File: config.mk
export PLATFORM = sky130hd
export DESIGN_NAME = bcd_score_counter_flat
export DESIGN_NICKNAME = d
export VERILOG_FILES = /design/src/rtl/bcd_pkg.sv /design/src/rtl/bcd_score_counter_if.sv /design/src/rtl/bcd_digit_cell.sv /design/src/rtl/bcd_score_counter.sv /design/src/flat_wrapper.sv
export SDC_FILE = /design/constraint.sdc
export NUM_CORES = 1
export LEC_CHECK = 0
export ABC_AREA = 1
export CAP_MARGIN = 10
export CORE_ASPECT_RATIO = 0.6
export CORE_UTILIZATION = 40
export DETAILED_ROUTE_END_ITERATION = 12
export HOLD_SLACK_MARGIN = 0.02
export PLACE_DENSITY = 0.59
export SLEW_MARGIN = 30
export SYNTH_ARGS = -nofsm -noshare
export SYNTH_HDL_FRONTEND = slang
export SYNTH_HIERARCHICAL = 1
export SYNTH_SLANG_ARGS = --single-unit
File: constraint.sdc
create_clock -name CLOCK -period 10.72 [get_ports CLOCK]
set_input_delay 2.144 -clock CLOCK [delete_from_list [all_inputs] [get_ports CLOCK]]
set_output_delay 2.144 -clock CLOCK [all_outputs]
set_load 0.02 [all_outputs]
File: src/rtl/bcd_pkg.sv
// Shared BCD constants and helpers for the score counter and the display decoder.
package bcd_pkg;

  localparam int         DIGIT_W  = 4;
  localparam logic [3:0] BCD_MAX  = 4'd9;
  localparam logic [3:0] BCD_ZERO = 4'd0;

  // Steps above 9 cannot be shown in one digit, so they saturate at 9.
  function automatic logic [DIGIT_W-1:0] clampStep(input logic [DIGIT_W-1:0] raw);
    return (raw > BCD_MAX) ? BCD_MAX : raw;
  endfunction

endpackage

File: src/rtl/bcd_score_counter_if.sv
// Control and result bundle between the hit-judgement logic and the score counter.
interface bcd_score_counter_if #(
  parameter int DIGITS = 4
);

  logic                  CLEAR;
  logic                  EN;
  logic [3:0]            INC;
  logic                  DEC;
  logic [4*DIGITS-1:0]   OUT;
  logic                  NEXT;
  logic                  BORROW;
  logic                  ZERO;
  logic                  MAXED;

  modport master (
    output CLEAR, EN, INC, DEC,
    input  OUT, NEXT, BORROW, ZERO, MAXED
  );

  modport slave (
    input  CLEAR, EN, INC, DEC,
    output OUT, NEXT, BORROW, ZERO, MAXED
  );

endinterface

File: src/rtl/bcd_digit_cell.sv
// One BCD digit: add-with-carry, or subtract-with-borrow when sub is set.
module bcd_digit_cell
  import bcd_pkg::*;
(
  input  logic [DIGIT_W-1:0] d,
  input  logic [DIGIT_W-1:0] addend,
  input  logic               cin,
  input  logic               sub,
  output logic [DIGIT_W-1:0] q,
  output logic               cout
);

  logic [DIGIT_W:0] sum;

  // In subtract mode cin is the borrow-in and addend is ignored.
  always_comb begin
    sum  = {1'b0, d} + {1'b0, addend} + {{DIGIT_W{1'b0}}, cin};
    q    = d;
    cout = 1'b0;
    if (sub) begin
      if (cin) begin
        if (d == BCD_ZERO) begin
          q    = BCD_MAX;
          cout = 1'b1;
        end else begin
          q = d - 4'd1;
        end
      end
    end else if (sum > {1'b0, BCD_MAX}) begin
      q    = DIGIT_W'(sum - 5'd10);
      cout = 1'b1;
    end else begin
      q = sum[DIGIT_W-1:0];
    end
  end

endmodule

File: src/rtl/bcd_score_counter.sv
// Multi-digit BCD score counter with step 0..9, decrement, wrap/saturate and carry/borrow pulses.
module bcd_score_counter
  import bcd_pkg::*;
#(
  parameter int DIGITS   = 4,
  parameter bit SATURATE = 1'b1
) (
  input  logic                CLOCK,
  input  logic                RESET,
  bcd_score_counter_if.slave  bus
);

  localparam int W = DIGIT_W * DIGITS;
  localparam logic [W-1:0] ALL_NINES = {DIGITS{BCD_MAX}};

  logic [W-1:0]       count_q, count_d;
  logic               next_q, next_d;
  logic               borrow_q, borrow_d;
  logic               zero_q, maxed_q;
  logic [W-1:0]       cellSum;
  logic [DIGITS:0]    carryChain;
  logic [DIGIT_W-1:0] incClamped;
  logic [DIGIT_W-1:0] stepMag;
  logic               doAdd, doSub;

  // Net step is min(INC,9) - DEC: positive adds, exactly -1 subtracts, zero holds.
  assign incClamped = clampStep(bus.INC);
  assign doAdd      = bus.EN && (incClamped > {3'b000, bus.DEC});
  assign doSub      = bus.EN && (incClamped == BCD_ZERO) && bus.DEC;
  assign stepMag    = incClamped - {3'b000, bus.DEC};

  assign carryChain[0] = doSub;

  for (genvar g = 0; g < DIGITS; g++) begin : gen_digit
    bcd_digit_cell u_cell (
      .d      (count_q[g*DIGIT_W +: DIGIT_W]),
      .addend ((g == 0) ? stepMag : BCD_ZERO),
      .cin    (carryChain[g]),
      .sub    (doSub),
      .q      (cellSum[g*DIGIT_W +: DIGIT_W]),
      .cout   (carryChain[g+1])
    );
  end

  always_comb begin
    count_d  = count_q;
    next_d   = 1'b0;
    borrow_d = 1'b0;
    if (bus.CLEAR) begin
      count_d = '0;
    end else if (doAdd) begin
      count_d = cellSum;
      if (carryChain[DIGITS]) begin
        next_d = 1'b1;
        if (SATURATE) count_d = ALL_NINES;
      end
    end else if (doSub) begin
      count_d = cellSum;
      if (carryChain[DIGITS]) begin
        borrow_d = 1'b1;
        if (SATURATE) count_d = '0;
      end
    end
  end

  // Flags are computed from the next value so they line up with OUT.
  always_ff @(posedge CLOCK) begin
    if (!RESET) begin
      count_q  <= '0;
      next_q   <= 1'b0;
      borrow_q <= 1'b0;
      zero_q   <= 1'b1;
      maxed_q  <= 1'b0;
    end else begin
      count_q  <= count_d;
      next_q   <= next_d;
      borrow_q <= borrow_d;
      zero_q   <= (count_d == '0);
      maxed_q  <= (count_d == ALL_NINES);
    end
  end

  assign bus.OUT    = count_q;
  assign bus.NEXT   = next_q;
  assign bus.BORROW = borrow_q;
  assign bus.ZERO   = zero_q;
  assign bus.MAXED  = maxed_q;

endmodule

File: src/flat_wrapper.sv
// flat-port wrapper written by rule: the top's interface ports become plain ports
module bcd_score_counter_flat import bcd_pkg::*;
#(
  parameter int DIGITS   = 4,
  parameter bit SATURATE = 1'b1
)
  (CLOCK, RESET, bus_CLEAR, bus_EN, bus_INC, bus_DEC, bus_OUT, bus_NEXT, bus_BORROW, bus_ZERO, bus_MAXED);
  bcd_score_counter_if #(.DIGITS(DIGITS)) bus_i ();
  input  logic CLOCK;
  input  logic RESET;
  input wire logic [$bits(bus_i.CLEAR)-1:0] bus_CLEAR;
  input wire logic [$bits(bus_i.EN)-1:0] bus_EN;
  input wire logic [$bits(bus_i.INC)-1:0] bus_INC;
  input wire logic [$bits(bus_i.DEC)-1:0] bus_DEC;
  output wire logic [$bits(bus_i.OUT)-1:0] bus_OUT;
  output wire logic [$bits(bus_i.NEXT)-1:0] bus_NEXT;
  output wire logic [$bits(bus_i.BORROW)-1:0] bus_BORROW;
  output wire logic [$bits(bus_i.ZERO)-1:0] bus_ZERO;
  output wire logic [$bits(bus_i.MAXED)-1:0] bus_MAXED;
  assign bus_i.CLEAR = bus_CLEAR;
  assign bus_i.EN = bus_EN;
  assign bus_i.INC = bus_INC;
  assign bus_i.DEC = bus_DEC;
  assign bus_OUT = bus_i.OUT;
  assign bus_NEXT = bus_i.NEXT;
  assign bus_BORROW = bus_i.BORROW;
  assign bus_ZERO = bus_i.ZERO;
  assign bus_MAXED = bus_i.MAXED;
  bcd_score_counter #(.DIGITS(DIGITS), .SATURATE(SATURATE)) u_core (.CLOCK(CLOCK), .RESET(RESET), .bus(bus_i));
endmodule
==> metrics.md, run 1 <==
| Metric | Value |
|---|---|
| PnR worst setup slack | 0.556 ns |
| Routed vias | 3522 |
| Clock share of power | 12.4% |
| PD cells | 151 mW/mm2 |
| Final setup TNS | 0 ns |
| Hold path endpoint | u_core/bus.OUT[10] |
| Post-synthesis register bit count | 20 |
| Fin crit period | 10.16 ns |
| Crit path launch type | input port |
| CP peak stage delay | 0.55 ns |
| DR iter-0 viols | 296 |
| Area after DPL | 0.00398 mm2 |
| R2r setup slk | 2.81 ns |
| Fraction of layout cells with a size suffix above 1 | 23.5% |
| Die area | 0.00823 mm2 |
| Filler cell count | 752 |
| Number of flops mapped to enable cells by yosys | 0 |
| Wire per inst | 12.3 um |
| Worst setup path startpoint | bus_DEC |
| Area delta synth->final | 34.1% |
| CTS max path bufs | 2 |
| Footprint of the multi-input gates | 0.00252 mm2 |
| Hold path depth | 3 |
| Setup crit end kind | flop |
| Worst-path fanout max | 6 |
| Root Buffer | clkbuf_16 |
| Core ar. | 0.00742 mm2 |
| CP Class | in2reg |
| Final worst-path cycle share | 94.8% |
| # rows | 24 |
| Hold Startpoint | u_core/bus.OUT[10] |
| Dpl ws | -0.575 ns |
| Synth Flop Type | dfxtp_1 |
| Critical Path Slowest Stage Cell | fa_2 |
| RSZ-0062 raised after global routing | false |
| Fin Hold WS | 0.749 ns |
| GR Util All Layers | 22.9% |
| First-pass GRT wire length | 15.0 mm |
| Hpwl dp | 7.03 mm |
| CTS H-tree lvls | 1 |
| Clock transition at path regs | 0.06 ns |
| Routed vias/inst | 4.88 |
| Initial antenna violation count | 0 |
| Final nets | 654 |
| Comb pwr share | 73.5% |
| CTS Buf Count | 3 |
| Clock Latency Late Sink | 0.25 ns |
| Syn. warnings | 6 |
| Status | finished clean |
| Reg2Reg Capture Point | u_core/bus.MAXED |
| Most frequent cells in the layout | nand2_1, inv_1, nand3_1 |
| Fmax | 98.4 MHz |
| Worst Path Required | 10.91 ns |
| Register area share after synthesis | 12.7% |
| Fin area | 0.00422 mm2 |
| Final wirelength | 8.89 mm |
| Most frequent cell on the critical path | inv_1 |
| Max cap viols | 0 |
| Ant. Diodes | 0 |
| Most common cell after layout, fill and taps aside | nand2_1 |
| Total gr overflow | 0 |
| Worst clock skew | 0.00407 ns |
| CTS tree | done |
| Worst r2r src | u_core/bus.OUT[0] |
| Final setup fails | 0 |
| Reg2reg path depth | 48 |
| Ports | 29 |
| P_sw | 0.298 mW |
| Post-Syn Area | 0.00314 mm2 |
| Final Slew Violations | 0 |
| Clock Sinks | 20 |
| Die Span Y | 70.7 um |
| Async set or reset register ratio after synthesis | 0% |
| GP Congestion | 0.869 |
| Slew @ Worst Pin | 0.576 ns |
| Post-synthesis cell count | 517 |
| Die width | 116 um |
| Sequential cell area | 400 um2 |
| Port Buffers | 28 |
| Sw Share | 47.0% |
| Vias in the first global route | 3081 |
| DRC Markers | 0 |
| Largest net degree at the start of global routing | 21 |
| Drt first pass iters | 6 |
| Peak supply drop | 0.0000766 V |
| Slew HR | 61.3% |
| Routed Antenna Nets | 0 |
| Seq pwr share | 14.1% |
| Hold_buf cts | 0 |
| Post-synth cell types | 34 |
| Avg Inst Size Synth | 6.08 um2 |
| Pint | 0.336 mW |
| Final hold vios | 0 |
| HP Class | reg2reg |
| Leak Pwr | 2.23 nW |
| Initial Utilization | 42.4% |
| Arrival time worst endpoint | 10.35 ns |
==> cell usage after synthesis (2+ instances only) <==
cell	instances	area [um2]
nand3b_1	6	45.0
nand4_1	7	43.8
nand2_1	146	548
clkbuf_1	4	15.0
ha_1	18	225
nand3_4	2	35.0
a21oi_4	8	130
nand3_2	8	80.1
fa_1	8	160
buf_6	4	45.0
o21ai_1	2	10.0
dfxtp_1	20	400
nor2_1	68	255
a22oi_1	4	30.0
nand2_2	14	87.6
nor2_4	3	33.8
a31oi_1	4	25.0
a21oi_1	4	20.0
nand3_1	67	335
o21ai_0	16	80.1
nand2_4	12	135
inv_1	80	300
==> cell type report <==
| class | count | share of cell area, % |
|---|---|---|
| repair buffers | 92 | 18.4 |
| multi-input cells | 419 | 59.8 |
| well taps | 104 | 3.09 |
| flip-flops and latches | 20 | 9.50 |
| inverters | 83 | 7.51 |
| clock buffers | 3 | 1.78 |
==> cells by family (layout without fill, tap and decap cells) <==
kind of cell / count (synthesis) / count (layout) / share of synthesized area, %
simple gates: 338 / 338 / 52.9
buf+inv: 92 / 178 / 12.1
compound gates: 39 / 39 / 9.63
fa+ha+maj: 26 / 26 / 12.3
flops: 20 / 20 / 12.7
other cells: 1 / 15 / 0.119
xor+xnor: 1 / 1 / 0.279
==> worst max-delay path by stage <==
stage	endpoint	slack, ns	depth (start not counted)
6_report	u_core/bus.MAXED	0.56	51
4_1_cts	u_core/bus.MAXED	0.002	55
5_1_grt	u_core/bus.MAXED	0.03	52
2_1_floorplan	u_core/bus.ZERO	0.27	59
3_3_place_gp	u_core/bus.MAXED	-0.32	58
3_5_place_dp	u_core/bus.MAXED	-0.58	60
==> state kept, by name, indices dropped and copies added (netlist names) <==
register,count
u_core/bus.BORROW,1
u_core/bus.NEXT,1
u_core/bus.OUT,16
u_core/bus.ZERO,1
u_core/bus.MAXED,1
==> critical path: cells and delay by family <==
family,cells,cell delay [ns]
adder cells (fa/ha/maj),13,4.34
AND/OR/NAND/NOR,17,1.49
buffers and inverters,13,1.40
AO/OA/AOI/OAI,8,0.93
==> per-layer routing <==
metal	vias to the layer above	track usage, %	part of all wire [%]
li1	1831	-	-
met1	1572	38.6	55
met2	117	31.3	38
met3	2	2.57	6.9
met4	0	1.28	0.15
met5	-	0	0
==> repair_timing <==
| action | CTS | global route |
|---|---|---|
| buffers inserted | 3 | 2 |
| endpoints found under the setup margin | 2 | 18 |
| gates cloned | 0 | 0 |
| pin swaps | 0 | 10 |
| gates resized for setup | 7 | 28 |
| hold endpoints to repair | 0 | 0 |
==> through the flow <==
| stage | std cells | power [mW] | utilization, % |
|---|---|---|---|
| finish | 721 | 0.634 | 56.8 |
| global route | 721 | 0.693 | 56.8 |
| CTS | 719 | 0.612 | 55.3 |
| detailed placement | 713 | 0.519 | 53.7 |
| global placement | 713 | 0.515 | 53.7 |
| floorplan | 531 | 0.377 | - |
==> power by group through the flow <==
stage	Clock [mW]	Combinational, mW	Sequential (mW)
after floorplan	0	0.282	0.0949
after global placement	0	0.424	0.0908
after detailed placement	0	0.428	0.0910
after CTS	0.0789	0.444	0.0894
after global routing	0.0813	0.521	0.0908
final	0.0786	0.467	0.0894
Power figures use the tool's default switching activity.
==> run 2: changes to the inputs <==
--- a/config.mk
+++ b/config.mk
@@ -12,6 +12,7 @@
 export DETAILED_ROUTE_END_ITERATION = 12
 export HOLD_SLACK_MARGIN = 0.02
 export PLACE_DENSITY = 0.59
+export SETUP_SLACK_MARGIN = 0.4
 export SLEW_MARGIN = 30
 export SYNTH_ARGS = -nofsm -noshare
 export SYNTH_HDL_FRONTEND = slang
==> metrics.md, run 2 (synthesis gave the netlist of run 1 again) <==
| Metric | Value |
|---|---|
| Status | finished clean |
| Die area | 0.00823 mm2 |
| PnR worst setup slack | 0.846 ns |
| Setup crit end kind | flop |
| Final non-filler cell total | 711 |
| Initial Utilization | 42.4% |
| Final wirelength | 8.85 mm |
| Filler cell count | 728 |
| PD cells | 152 mW/mm2 |
| Clock transition at path regs | 0.06 ns |
| Crit path launch type | input port |
| Final setup fails | 0 |
| Final worst-path cycle share | 92.1% |
| Area delta synth->final | 33.6% |
| R2r setup slk | 2.93 ns |
| GP Congestion | 0.845 |
| Fraction of layout cells with a size suffix above 1 | 24.4% |
| Routed Antenna Nets | 0 |
| Slew HR | 61.0% |
| CTS Buf Count | 3 |
| Fin Hold WS | 0.749 ns |
| DRC Markers | 0 |
| Max FFs per register | 16 |
| Clock Sinks | 20 |
| DR iter-0 viols | 317 |
| Fin crit period | 9.87 ns |
| Routed vias/inst | 4.95 |
| HP Class | reg2reg |
| Final hold vios | 0 |
| Critical Path Slowest Stage Cell | fa_2 |
| CP Class | in2reg |
| Most frequent cell on the critical path | fa_2 |
| RSZ-0062 raised after global routing | false |
| Total gr overflow | 0 |
| Max cap viols | 0 |
| Root Buffer | clkbuf_16 |
| Drt first pass iters | 6 |
| Die Span Y | 70.7 um |
| GR Util All Layers | 22.5% |
| Clock Latency Late Sink | 0.26 ns |
| Final Slew Violations | 0 |
| Worst-path fanout max | 4 |
| Initial antenna violation count | 0 |
| Ports | 29 |
| # rows | 24 |
| Vias in the first global route | 3087 |
| First-pass GRT wire length | 14.7 mm |
| Worst Path Required | 10.91 ns |
| Slew @ Worst Pin | 0.581 ns |
| Most common cell after layout, fill and taps aside | nand2_1 |
| Fmax | 101 MHz |
| Inst Count DP | 703 |
| CTS H-tree lvls | 1 |
| Final nets | 643 |
| Most frequent cells in the layout | nand2_1, inv_1, nand3_1 |
| Dpl ws | -0.463 ns |
| Wire per inst | 12.5 um |
| Ant. Diodes | 0 |
| Peak supply drop | 0.0000591 V |
| Hpwl dp | 6.93 mm |
| Port Buffers | 28 |
| Final setup TNS | 0 ns |
| Leak Pwr | 2.17 nW |
| Arrival time worst endpoint | 10.06 ns |
| Core ar. | 0.00742 mm2 |
| Worst clock skew | 0.00188 ns |
| Routed vias | 3516 |
| CP peak stage delay | 0.55 ns |
| Final core occ | 56.6% |
| CTS tree | done |
| Largest net degree at the start of global routing | 21 |
| Die width | 116 um |
| CTS max path bufs | 2 |
[run 2: cell count changes in the layout (fill, tap and decap cells not counted), sizes merged]
cell / delta
clkinvlp: +1
clkbuf: +4
clkdlybuf4s50: -2
dlymetal6s2s: -1
buf: -11
inv: -1
[run 2: path summary, 6_finish.rpt]
check,cells past startpoint,to,startpoint
hold / removal,4,u_core/bus.OUT[5],u_core/bus.OUT[5]
hold reg to reg,4,u_core/bus.OUT[5],u_core/bus.OUT[5]
setup reg to reg,51,u_core/bus.ZERO,u_core/bus.OUT[0]
setup / recovery,57,u_core/bus.ZERO,bus_INC[3]
[run 2: critical path, delay by kind of cell]
family	cells	cell delay (ns)
compound gates	8	0.84
fa+ha+maj	13	4.31
buf+inv	13	0.97
simple gates	23	1.78
[run 2: per-stage QoR]
step                      instance area [um2]  power [mW]
after CTS                                4150       0.629
after detailed placement                 3940       0.514
final                                    4200       0.640
after floorplan                          3210       0.381
after global routing                     4200       0.697
after global placement                   3940       0.508
[run 2: repair_timing]
item                       CTS  global route
buffers inserted             3             1
setup endpoints to repair   20            12
hold buffers                 0             0
cloned                       0             0
pin swaps                    8            14
resized for setup           32            18
[run 2: per-layer routing]
| layer | global-route usage (%) | wire, um |
|---|---|---|
| met3 | 4.46 | 686 |
| met1 | 37.1 | 4760 |
| met4 | 1.71 | 23 |
| met5 | 0 | 0 |
| met2 | 30.0 | 3380 |
[run 2: where the power goes]
group / switching (mW) / internal, mW / leakage (nW)
Clock: 0.0320 / 0.0571 / 0.0442
Combinational: 0.261 / 0.202 / 1.97
Sequential: 0.00904 / 0.0800 / 0.164
Total: 0.302 / 0.339 / 2.17
[run 2: final cells by class]
cell class	count	area, um2	share of cell area, %
multi-input cells	419	2580	61.3
repair buffers	81	687	16.4
flip-flops and latches	20	400	9.53
inverters	83	318	7.57
well taps	104	130	3.10
clock buffers	4	88.8	2.11
